**src/rtl/vec_issue_sequencer.sv**
```systemverilog
// Vector/scalar issue sequencer sitting behind instruction decode.
// Takes one decoded instruction at a time and steps it over one or more
// cycles, driving register-file and data-memory strobes per element.
//
// state  | meaning
// -------+-------------------------------------------------------------
// S_IDLE | no instruction in flight, ready to accept
// S_RUN  | stepping elements 0..last of the latched instruction
// S_WB   | VLD only: draining the load-latency write-back tail
module vec_issue_sequencer #(
    parameter int VLEN   = 16,
    parameter int LD_LAT = 1
) (
    input  logic       clk,
    input  logic       rst,
    input  logic       instr_valid,
    input  logic [3:0] functype,
    input  logic       v_en,
    input  logic       s_en,
    input  logic [2:0] dstAddr,
    input  logic [2:0] addr1,
    input  logic [2:0] addr2,
    input  logic [3:0] cycleCount,
    input  logic [5:0] offset,
    input  logic [7:0] immediate,
    output logic       ready,
    output logic       busy,
    output logic [2:0] op_dst,
    output logic [2:0] op_src1,
    output logic [2:0] op_src2,
    output logic [3:0] elem_idx,
    output logic [6:0] mem_off,
    output logic       mem_re,
    output logic       mem_we,
    output logic       vrf_we,
    output logic [3:0] vrf_widx,
    output logic       srf_we,
    output logic       srf_hi,
    output logic [7:0] imm_out,
    output logic       done
);

    localparam logic [3:0] FT_VADD   = 4'b0000;
    localparam logic [3:0] FT_VLD    = 4'b0100;
    localparam logic [3:0] FT_VST    = 4'b0101;
    localparam logic [3:0] FT_SLL    = 4'b0110;
    localparam logic [3:0] FT_SLH    = 4'b0111;
    localparam logic [3:0] LAT4      = 4'(LD_LAT);
    localparam logic [3:0] WB_LAST   = 4'(LD_LAT - 1);
    localparam logic [3:0] LAST_ELEM = 4'(VLEN - 1);

    typedef enum logic [1:0] {S_IDLE, S_RUN, S_WB} state_t;

    state_t     state_q, state_d;
    logic [3:0] cnt_q, cnt_d;
    logic [3:0] op_q;
    logic [3:0] last_q;
    logic [5:0] off_q;
    logic       supported;
    logic       accept;
    logic       run_last;
    logic       wb_last;
    logic       unused_en;

    // Operation class comes from functype alone; the enables are redundant here.
    assign unused_en = v_en ^ s_en;

    assign supported = (functype == FT_VADD) || (functype == FT_VLD) ||
                       (functype == FT_VST)  || (functype == FT_SLL) ||
                       (functype == FT_SLH);
    assign run_last  = (state_q == S_RUN) && (cnt_q == last_q);
    assign wb_last   = (state_q == S_WB) && (cnt_q == WB_LAST);
    // ready depends only on registered state so fetch never sees a comb loop.
    assign ready     = (state_q == S_IDLE) || (run_last && (op_q != FT_VLD)) || wb_last;
    // NOP and unsupported opcodes are swallowed without touching any state.
    assign accept    = instr_valid && ready && supported;

    assign busy     = (state_q != S_IDLE);
    assign elem_idx = (state_q == S_WB) ? last_q : cnt_q;
    assign mem_off  = {1'b0, off_q} + {3'b000, elem_idx};

    // State register and element counter.
    always_ff @(posedge clk) begin
        if (rst) begin
            state_q <= S_IDLE;
            cnt_q   <= 4'd0;
        end else begin
            state_q <= state_d;
            cnt_q   <= cnt_d;
        end
    end

    // Instruction field latches, loaded only on an accepted supported op.
    always_ff @(posedge clk) begin
        if (rst) begin
            op_q    <= 4'd0;
            last_q  <= 4'd0;
            off_q   <= 6'd0;
            op_dst  <= 3'd0;
            op_src1 <= 3'd0;
            op_src2 <= 3'd0;
            imm_out <= 8'd0;
        end else if (accept) begin
            op_q    <= functype;
            last_q  <= ((functype == FT_VLD) || (functype == FT_VST)) ? cycleCount : 4'd0;
            off_q   <= offset;
            op_dst  <= dstAddr;
            op_src1 <= addr1;
            op_src2 <= addr2;
            imm_out <= immediate;
        end
    end

    // Next-state: a finishing op may hand straight over to the next one.
    always_comb begin
        state_d = state_q;
        cnt_d   = cnt_q;
        case (state_q)
            S_IDLE: begin
                if (accept) begin
                    state_d = S_RUN;
                    cnt_d   = 4'd0;
                end
            end
            S_RUN: begin
                cnt_d = cnt_q + 4'd1;
                if (run_last) begin
                    cnt_d = 4'd0;
                    if (op_q == FT_VLD) state_d = S_WB;
                    else                state_d = accept ? S_RUN : S_IDLE;
                end
            end
            S_WB: begin
                cnt_d = cnt_q + 4'd1;
                if (wb_last) begin
                    cnt_d   = 4'd0;
                    state_d = accept ? S_RUN : S_IDLE;
                end
            end
            default: begin
                state_d = S_IDLE;
                cnt_d   = 4'd0;
            end
        endcase
    end

    // Strobe decode from the registered state, op class and counter.
    always_comb begin
        mem_re   = 1'b0;
        mem_we   = 1'b0;
        vrf_we   = 1'b0;
        vrf_widx = 4'd0;
        srf_we   = 1'b0;
        srf_hi   = 1'b0;
        done     = 1'b0;
        case (state_q)
            S_RUN: begin
                case (op_q)
                    FT_VADD: vrf_we = 1'b1;
                    FT_SLL:  srf_we = 1'b1;
                    FT_SLH: begin
                        srf_we = 1'b1;
                        srf_hi = 1'b1;
                    end
                    FT_VST:  mem_we = 1'b1;
                    FT_VLD: begin
                        mem_re = 1'b1;
                        if (cnt_q >= LAT4) begin
                            vrf_we   = 1'b1;
                            vrf_widx = cnt_q - LAT4;
                        end
                    end
                    default: ;
                endcase
                done = run_last && (op_q != FT_VLD);
            end
            S_WB: begin
                vrf_we   = 1'b1;
                vrf_widx = LAST_ELEM;
                done     = wb_last;
            end
            default: ;
        endcase
    end

endmodule

```
**config.mk**
```make
export PLATFORM = sky130hd
export DESIGN_NAME = vec_issue_sequencer
export DESIGN_NICKNAME = d
export VERILOG_FILES = /design/src/rtl/vec_issue_sequencer.sv
export SDC_FILE = /design/constraint.sdc
export NUM_CORES = 1
export LEC_CHECK = 0
export ABC_AREA = 1
export BUFFER_PORTS_ARGS = -buffer_cell sky130_fd_sc_hd__clkbuf_2
export CORE_ASPECT_RATIO = 0.9
export CORE_MARGIN = 4
export CORE_UTILIZATION = 50
export CTS_CLUSTER_DIAMETER = 60
export DETAILED_ROUTE_END_ITERATION = 10
export HOLD_SLACK_MARGIN = 0.1
export PLACE_DENSITY = 0.84
export SLEW_MARGIN = 25
export SYNTH_ARGS = -nofsm -noshare
export SYNTH_HDL_FRONTEND = slang
export SYNTH_SLANG_ARGS = --single-unit
```
**constraint.sdc**
```tcl
create_clock -name clk -period 3.3 [get_ports clk]
set_input_delay 0.33 -clock clk [delete_from_list [all_inputs] [get_ports clk]]
set_output_delay 0.33 -clock clk [all_outputs]
set_load 0.02 [all_outputs]
```
== Word level (Yosys, flattened, before mapping) ==
Index checks and enable logic that the tools add are counted.

* Bits in registers: 37
* Input bits: 36
* Output and inout bits: 40
* Word-level logic and storage cells: 74

* Equality and inequality tests: 15
* $add $sub $neg: 3
* Magnitude comparators: 1
* Mux-type cells: 27
* Reductions and logical operators: 19

{| class="wikitable"
|+ Operators by type and width
! operator !! number
|-
| == test 4 x 3 -> 1 bit (second input constant) || 8
|-
| two-way mux 4 bit || 7
|-
| zero test 4 bit || 3
|-
| case mux 4 bit (3 select lines) || 1
|-
| two-way mux 1 bit || 10
|-
| two-way mux 2 bit || 4
|-
| case mux 4 bit (2 select lines) || 1
|-
| adder 6 x 4 -> 7 bit || 1
|-
| logical OR 1 bit || 7
|-
| != test 2 bit (second input constant) || 3
|-
| case mux 1 bit (2 select lines) || 3
|-
| case mux 2 bit (3 select lines) || 1
|-
| logical AND 1 bit || 5
|-
| adder 4 x 1 -> 4 bit (second input constant) || 1
|-
| == test 4 bit || 1
|-
| >= comparator 4 x 1 -> 1 bit (second input constant) || 1
|-
| != test 4 x 3 -> 1 bit (second input constant) || 1
|-
| subtractor 4 x 1 -> 4 bit (second input constant) || 1
|-
| AND reduction 3 bit || 1
|-
| == test 2 x 1 -> 1 bit (second input constant) || 1
|-
| == test 2 bit (second input constant) || 1
|-
| zero test 2 bit || 1
|-
| nonzero test 2 bit || 1
|-
| OR reduction 2 bit || 1
|}

== Depth between registers and ports, before layout ==
* Depth after elaboration: 11
* Depth in mapped cells: 12
* Depth with buffers taken out: 11

== Worst setup path before layout ==
Ideal clock, no wire load.

* Path kind: reg2out
* Start: reg state_q[0]
* End: out mem_off[4]
* Setup slack: 320 ps
* Arrival time: 2650 ps
* Cell stages (with the launch flop): 11
* Data required time: 2970 ps
* Path through: dfxtp_1 -> inv_1 -> ha_1 -> clkbuf_1 -> inv_1 -> o21bai_1 -> ha_1 -> inv_1 -> fa_1 -> o21ai_0 -> xor2_1

* Cells in the longest elaborated chain, start to end: 3

{| class="wikitable"
|+ Ends and longest elaborated chain
! item !! RTL line !! text
|-
| start, declared || 54 || <nowiki>state_t state_q, state_d;</nowiki>
|-
| start signal, assigned || 88 || <nowiki>state_q <= state_d;</nowiki>
|-
| == test 2 bit || 79 || <nowiki>assign elem_idx = (state_q == S_WB) ? last_q : cnt_q;</nowiki>
|-
| two-way mux 4 bit || 79 ||
|-
| named net elem_idx[0] || 31 || <nowiki>output logic [3:0] elem_idx,</nowiki>
|-
| adder 6 x 4 -> 7 bit || 80 || <nowiki>assign mem_off = {1'b0, off_q} + {3'b000, elem_idx};</nowiki>
|-
| end, declared || 32 || <nowiki>output logic [6:0] mem_off,</nowiki>
|}

The timed path passes the listed nets, and every way through them passes these cells.

== Worst setup path after layout ==
* Start: reg state_q[0]
* End: out mem_off[4]

* Cells in the longest elaborated chain, start to end: 3

{| class="wikitable"
|+ Ends and longest elaborated chain
! item !! RTL line
|-
| == test 2 bit || 79
|-
| two-way mux 4 bit || 79
|-
| adder 6 x 4 -> 7 bit || 80
|}

No other way between the ends.

==> impl_results.html <==
<table>
<tr><th>Metric</th><th>Value</th></tr>
<tr><th colspan="2">Setup path</th></tr>
<tr><td>Worst path bufs/invs</td><td>4</td></tr>
<tr><td>Family with the most delay on the worst path</td><td>adder cells</td></tr>
<tr><td>Worst r2r path cells</td><td>8</td></tr>
<tr><td>Launching element type of the critical path</td><td>flip-flop</td></tr>
<tr><td>Library cell contributing the largest single delay on the critical path</td><td>sky130_fd_sc_hd__fa_1</td></tr>
<tr><td>Most frequent cell on the critical path</td><td>sky130_fd_sc_hd__inv_1</td></tr>
<tr><td>Crit path arrival time</td><td>2.71 ns</td></tr>
<tr><td>Worst setup path class</td><td>flip-flop to output pin</td></tr>
<tr><td>Worst setup path endpoint</td><td>mem_off[4]</td></tr>
<tr><td>Endpoint of the most critical register-to-register path</td><td>op_dst[0]$_SDFFE_PP0P_</td></tr>
<tr><td>Crit path from</td><td>state_q[0]$_SDFFE_PP0P_</td></tr>
<tr><td>Path length in cells of the critical path</td><td>10</td></tr>
<tr><td>Largest fanout on the critical path</td><td>11</td></tr>
<tr><td>Required time worst endpoint</td><td>2.97 ns</td></tr>
<tr><td>Worst reg2reg path startpoint</td><td>cnt_q[0]$_SDFFE_PP0P_</td></tr>
<tr><td>Cell-by-cell trace of the critical path</td><td>inv_1 -&gt; ha_2 -&gt; inv_1 -&gt; o21bai_1 -&gt; ha_1 -&gt; inv_1 -&gt; fa_1 -&gt; o21ai_0 -&gt; xor2_1 -&gt; clkbuf_2</td></tr>
<tr><td>R2r setup slk</td><td>1.39 ns</td></tr>
<tr><td>Worst setup EP type</td><td>output pin</td></tr>
<tr><td>Biggest cell delay along the critical path</td><td>0.40 ns</td></tr>
<tr><th colspan="2">GRT</th></tr>
<tr><td>Global-route wire length before repair</td><td>7.76 mm</td></tr>
<tr><td>Number of global-route vias before repair</td><td>1,789</td></tr>
<tr><td>Residual overflow from global routing</td><td>0</td></tr>
<tr><td>Pin count of the biggest net entering global routing</td><td>32</td></tr>
<tr><td>All-Layer GR Usage</td><td>17.4%</td></tr>
<tr><td>Initial antenna violation count</td><td>0</td></tr>
<tr><th colspan="2">CTS</th></tr>
<tr><td>Clock latency of the later-clocked register in the worst-skew pair</td><td>0.28 ns</td></tr>
<tr><td>Clock buffer count from CTS</td><td>5</td></tr>
<tr><td>Sinks on Clock Net</td><td>37</td></tr>
<tr><td>Clk pin slew, worst setup/hold paths</td><td>0.07 ns</td></tr>
<tr><td>Hold-fix buffer count after cts</td><td>0</td></tr>
<tr><td>CTS tree</td><td>built</td></tr>
<tr><td>Root Buffer Master</td><td>sky130_fd_sc_hd__clkbuf_8</td></tr>
<tr><td>Clock H-tree levels</td><td>2</td></tr>
<tr><td>Max clock buf depth</td><td>2</td></tr>
<tr><th colspan="2">Hold path</th></tr>
<tr><td>Class of the worst hold path</td><td>primary input to flip-flop</td></tr>
<tr><td>Hold wc startpoint</td><td>addr2[1]</td></tr>
<tr><th colspan="2">Power</th></tr>
<tr><td>VDD IR-drop max</td><td>0.325 mV</td></tr>
<tr><td>Net Sw Frac</td><td>34.8%</td></tr>
<tr><td>Power share of the sequential group</td><td>44.4%</td></tr>
<tr><td>Overall power</td><td>1.15 mW</td></tr>
<tr><td>Psw</td><td>0.400 mW</td></tr>
<tr><td>P_leak</td><td>1.26 nW</td></tr>
<tr><td>Clock power share</td><td>25.9%</td></tr>
<tr><td>Internal cell power</td><td>0.748 mW</td></tr>
<tr><td>Power density over the cells</td><td>452 nW/µm²</td></tr>
<tr><td>Combinational group share of total power</td><td>29.7%</td></tr>
<tr><th colspan="2">STA</th></tr>
<tr><td>Tmin final</td><td>3.04 ns</td></tr>
<tr><td>Setup repair after global routing missed its margin</td><td>false</td></tr>
<tr><td>Sum of negative setup slack</td><td>0 ns</td></tr>
<tr><td>Final period utilization</td><td>92.2%</td></tr>
<tr><td>Fmax achieved</td><td>329 MHz</td></tr>
<tr><td>Final hold violations</td><td>0</td></tr>
<tr><td>Final critical-path setup slack</td><td>0.258 ns</td></tr>
<tr><td>Worst-case headroom to the max-slew limit</td><td>61.3%</td></tr>
<tr><td>Slew at the pin closest to its max-slew limit</td><td>0.581 ns</td></tr>
<tr><td>Number of pins with negative max-slew slack in the final report</td><td>0</td></tr>
<tr><td>Final setup vio count</td><td>0</td></tr>
<tr><td>Setup clock skew after layout</td><td>0.00392 ns</td></tr>
<tr><th colspan="2">Layout</th></tr>
<tr><td>Commonest non-fill, non-tap cells in the layout</td><td>sky130_fd_sc_hd__nor2_1, sky130_fd_sc_hd__clkbuf_2, sky130_fd_sc_hd__nand2_1, sky130_fd_sc_hd__dfxtp_1, sky130_fd_sc_hd__inv_1</td></tr>
<tr><td>Synthesis-to-layout area growth</td><td>21.6%</td></tr>
<tr><td>Post-route insts no fill</td><td>412</td></tr>
<tr><td>Antenna fix cells</td><td>0</td></tr>
<tr><td>Share of post-route cells with drive strength above 1</td><td>24.7%</td></tr>
<tr><td>Final standard cell area without fillers</td><td>2540 µm²</td></tr>
<tr><td>Number of nets in the finished design</td><td>412</td></tr>
<tr><th colspan="2">Synthesis</th></tr>
<tr><td>Number of warnings issued by yosys</td><td>0</td></tr>
<tr><td>Cell types occupying the most area after synthesis</td><td>sky130_fd_sc_hd__dfxtp_1, sky130_fd_sc_hd__nor2_1, sky130_fd_sc_hd__o21bai_1</td></tr>
<tr><td>Sequential-to-total area share from yosys stat</td><td>35.4%</td></tr>
<tr><td>Register bit count reported by yosys</td><td>37</td></tr>
<tr><td>Net count after synthesis</td><td>341</td></tr>
<tr><td>Cell type with the highest aggregate area in the netlist</td><td>sky130_fd_sc_hd__dfxtp_1</td></tr>
<tr><td>Fraction of synthesized cell area taken by the top area cell type</td><td>35.4%</td></tr>
<tr><td>Post-synthesis instance area</td><td>2090 µm²</td></tr>
<tr><td>Number of instances in the synthesized netlist</td><td>292</td></tr>
<tr><td>Post-synthesis area per instance</td><td>7.16 µm²</td></tr>
<tr><td>Unique masters post-synth</td><td>26</td></tr>
<tr><th colspan="2">Route</th></tr>
<tr><td>Detailed-route wire length</td><td>4.77 mm</td></tr>
<tr><td>Total via count in the routed design</td><td>1,985</td></tr>
<tr><td>Final ANT Viol Nets</td><td>0</td></tr>
<tr><td>Post-detailed-route DRC marker count</td><td>0</td></tr>
<tr><td>Drt pass-1 iters</td><td>4</td></tr>
<tr><td>WL/cell</td><td>11.6 µm</td></tr>
<tr><td>Iter 0 DRT Violations</td><td>104</td></tr>
<tr><td>Vias/cell</td><td>4.82</td></tr>
<tr><th colspan="2">Placed design</th></tr>
<tr><td>Cells after DPL</td><td>404</td></tr>
<tr><td>Post-place instance area</td><td>2460 µm²</td></tr>
<tr><td>Buffers added on ports</td><td>73</td></tr>
<tr><td>Setup WS pre-CTS</td><td>0.435 ns</td></tr>
<tr><td>Placer Congestion</td><td>0.875</td></tr>
<tr><td>Placed wire-length estimate</td><td>3.65 mm</td></tr>
<tr><th colspan="2">Run</th></tr>
<tr><td>Max-cap violation count</td><td>0</td></tr>
<tr><th colspan="2">Die</th></tr>
<tr><td>IO Count</td><td>76</td></tr>
<tr><td>Core box area</td><td>4050 µm²</td></tr>
<tr><td>Cell Rows</td><td>22</td></tr>
<tr><td>Width of the chip</td><td>76.1 µm</td></tr>
<tr><td>Initial core utilization</td><td>51.6%</td></tr>
<tr><td>Floorplan die area</td><td>5280 µm²</td></tr>
<tr><td>Height of the die</td><td>69.3 µm</td></tr>
<tr><th colspan="2">Status</th></tr>
<tr><td>Outcome</td><td>complete, no violations</td></tr>
</table>
[routing by layer]
metal / share of wire (%) / GRT usage (%) / up-vias / wire length (µm)
met2: 45 / 29.3 / 58 / 2150
li1: - / - / 1078 / -
met4: 0.88 / 3.88 / 0 / 42
met5: 0 / 0 / - / 0
met1: 48 / 22.4 / 845 / 2280
met3: 6.3 / 4.55 / 4 / 299
[per-stage QoR]
stage / hold slack, ns / utilization [%]
floorplan: 0.437 / -
global placement: 0.451 / 60.7
detailed placement: 0.451 / 60.7
CTS: 0.288 / 62.7
global route: 0.291 / 62.8
finish: 0.296 / 62.8
[Yosys cell counts]
| master | instances |
|---|---|
| sky130_fd_sc_hd__nand3_1 | 13 |
| sky130_fd_sc_hd__nand2_4 | 1 |
| sky130_fd_sc_hd__nand3_4 | 1 |
| sky130_fd_sc_hd__inv_2 | 3 |
| sky130_fd_sc_hd__clkbuf_1 | 4 |
| sky130_fd_sc_hd__nor2_4 | 1 |
| sky130_fd_sc_hd__inv_1 | 27 |
| sky130_fd_sc_hd__xnor2_1 | 2 |
| sky130_fd_sc_hd__o21ai_0 | 8 |
| sky130_fd_sc_hd__buf_6 | 3 |
| sky130_fd_sc_hd__nor2_1 | 73 |
| sky130_fd_sc_hd__nand2_1 | 44 |
| sky130_fd_sc_hd__inv_4 | 1 |
| sky130_fd_sc_hd__nor4_1 | 2 |
| sky130_fd_sc_hd__nor3_1 | 6 |
| sky130_fd_sc_hd__fa_1 | 1 |
| sky130_fd_sc_hd__a21oi_1 | 11 |
| sky130_fd_sc_hd__buf_2 | 2 |
| sky130_fd_sc_hd__o21bai_1 | 26 |
| sky130_fd_sc_hd__ha_1 | 12 |
| sky130_fd_sc_hd__nand2_2 | 1 |
| sky130_fd_sc_hd__a211oi_1 | 4 |
| sky130_fd_sc_hd__nand4_1 | 4 |
| sky130_fd_sc_hd__xor2_1 | 4 |
| sky130_fd_sc_hd__nand3_2 | 1 |
| sky130_fd_sc_hd__dfxtp_1 | 37 |
[flip-flops by register name, summed over array words and instances (netlist names)]
register,cells
cnt_q,4
imm_out,8
last_q,4
off_q,6
op_dst,3
op_q,4
op_src1,3
op_src2,3
state_q,2
[cell families after synthesis]
kind of cell	synth area share [%]
AND/OR/NAND/NOR	30.1
buffers and inverters	8.50
AO/OA/AOI/OAI	15.3
XOR/XNOR	2.51
adder cells (fa/ha/maj)	8.14
flip-flops	35.4
[worst min path at each step]
stage / to / slack (ns) / depth (start not counted)
detailed placement: op_q[3]$_SDFFE_PP0P_ / 0.45 / 2
global placement: op_q[3]$_SDFFE_PP0P_ / 0.45 / 2
finish: op_src2[1]$_SDFFE_PP0P_ / 0.30 / 3
global route: off_q[0]$_SDFFE_PP0P_ / 0.29 / 3
CTS: op_src1[1]$_SDFFE_PP0P_ / 0.29 / 3
floorplan: op_q[3]$_SDFFE_PP0P_ / 0.44 / 2
[power by group through the flow]
stage	combinational, mW	clock [mW]	sequential, mW
2_1_floorplan	0.229	0	0.540
3_3_place_gp	0.335	0	0.519
3_5_place_dp	0.341	0	0.520
4_1_cts	0.343	0.306	0.510
5_1_grt	0.383	0.323	0.516
6_report	0.341	0.298	0.510
[layout make-up]
cell class	instances	area, µm²
clock inverter	2	10.0
inverter	31	119
tap	48	60.1
sequential	37	741
fill	369	1510
clock buffer	6	72.6
timing repair buffer	73	365
multi-input combinational	215	1170
[worst min-delay path: stages]
cell,delay (ns)
sky130_fd_sc_hd__clkbuf_2,0.08
sky130_fd_sc_hd__o21bai_1,0.06
sky130_fd_sc_hd__nor2_1,0.07
[what timing repair did]
action / in CTS / in global routing
setup endpoints to repair: 0 / 2
resized for setup: 0 / 1
buffers inserted: 0 / 0
No activity file was read; power rests on OpenSTA's default activity.
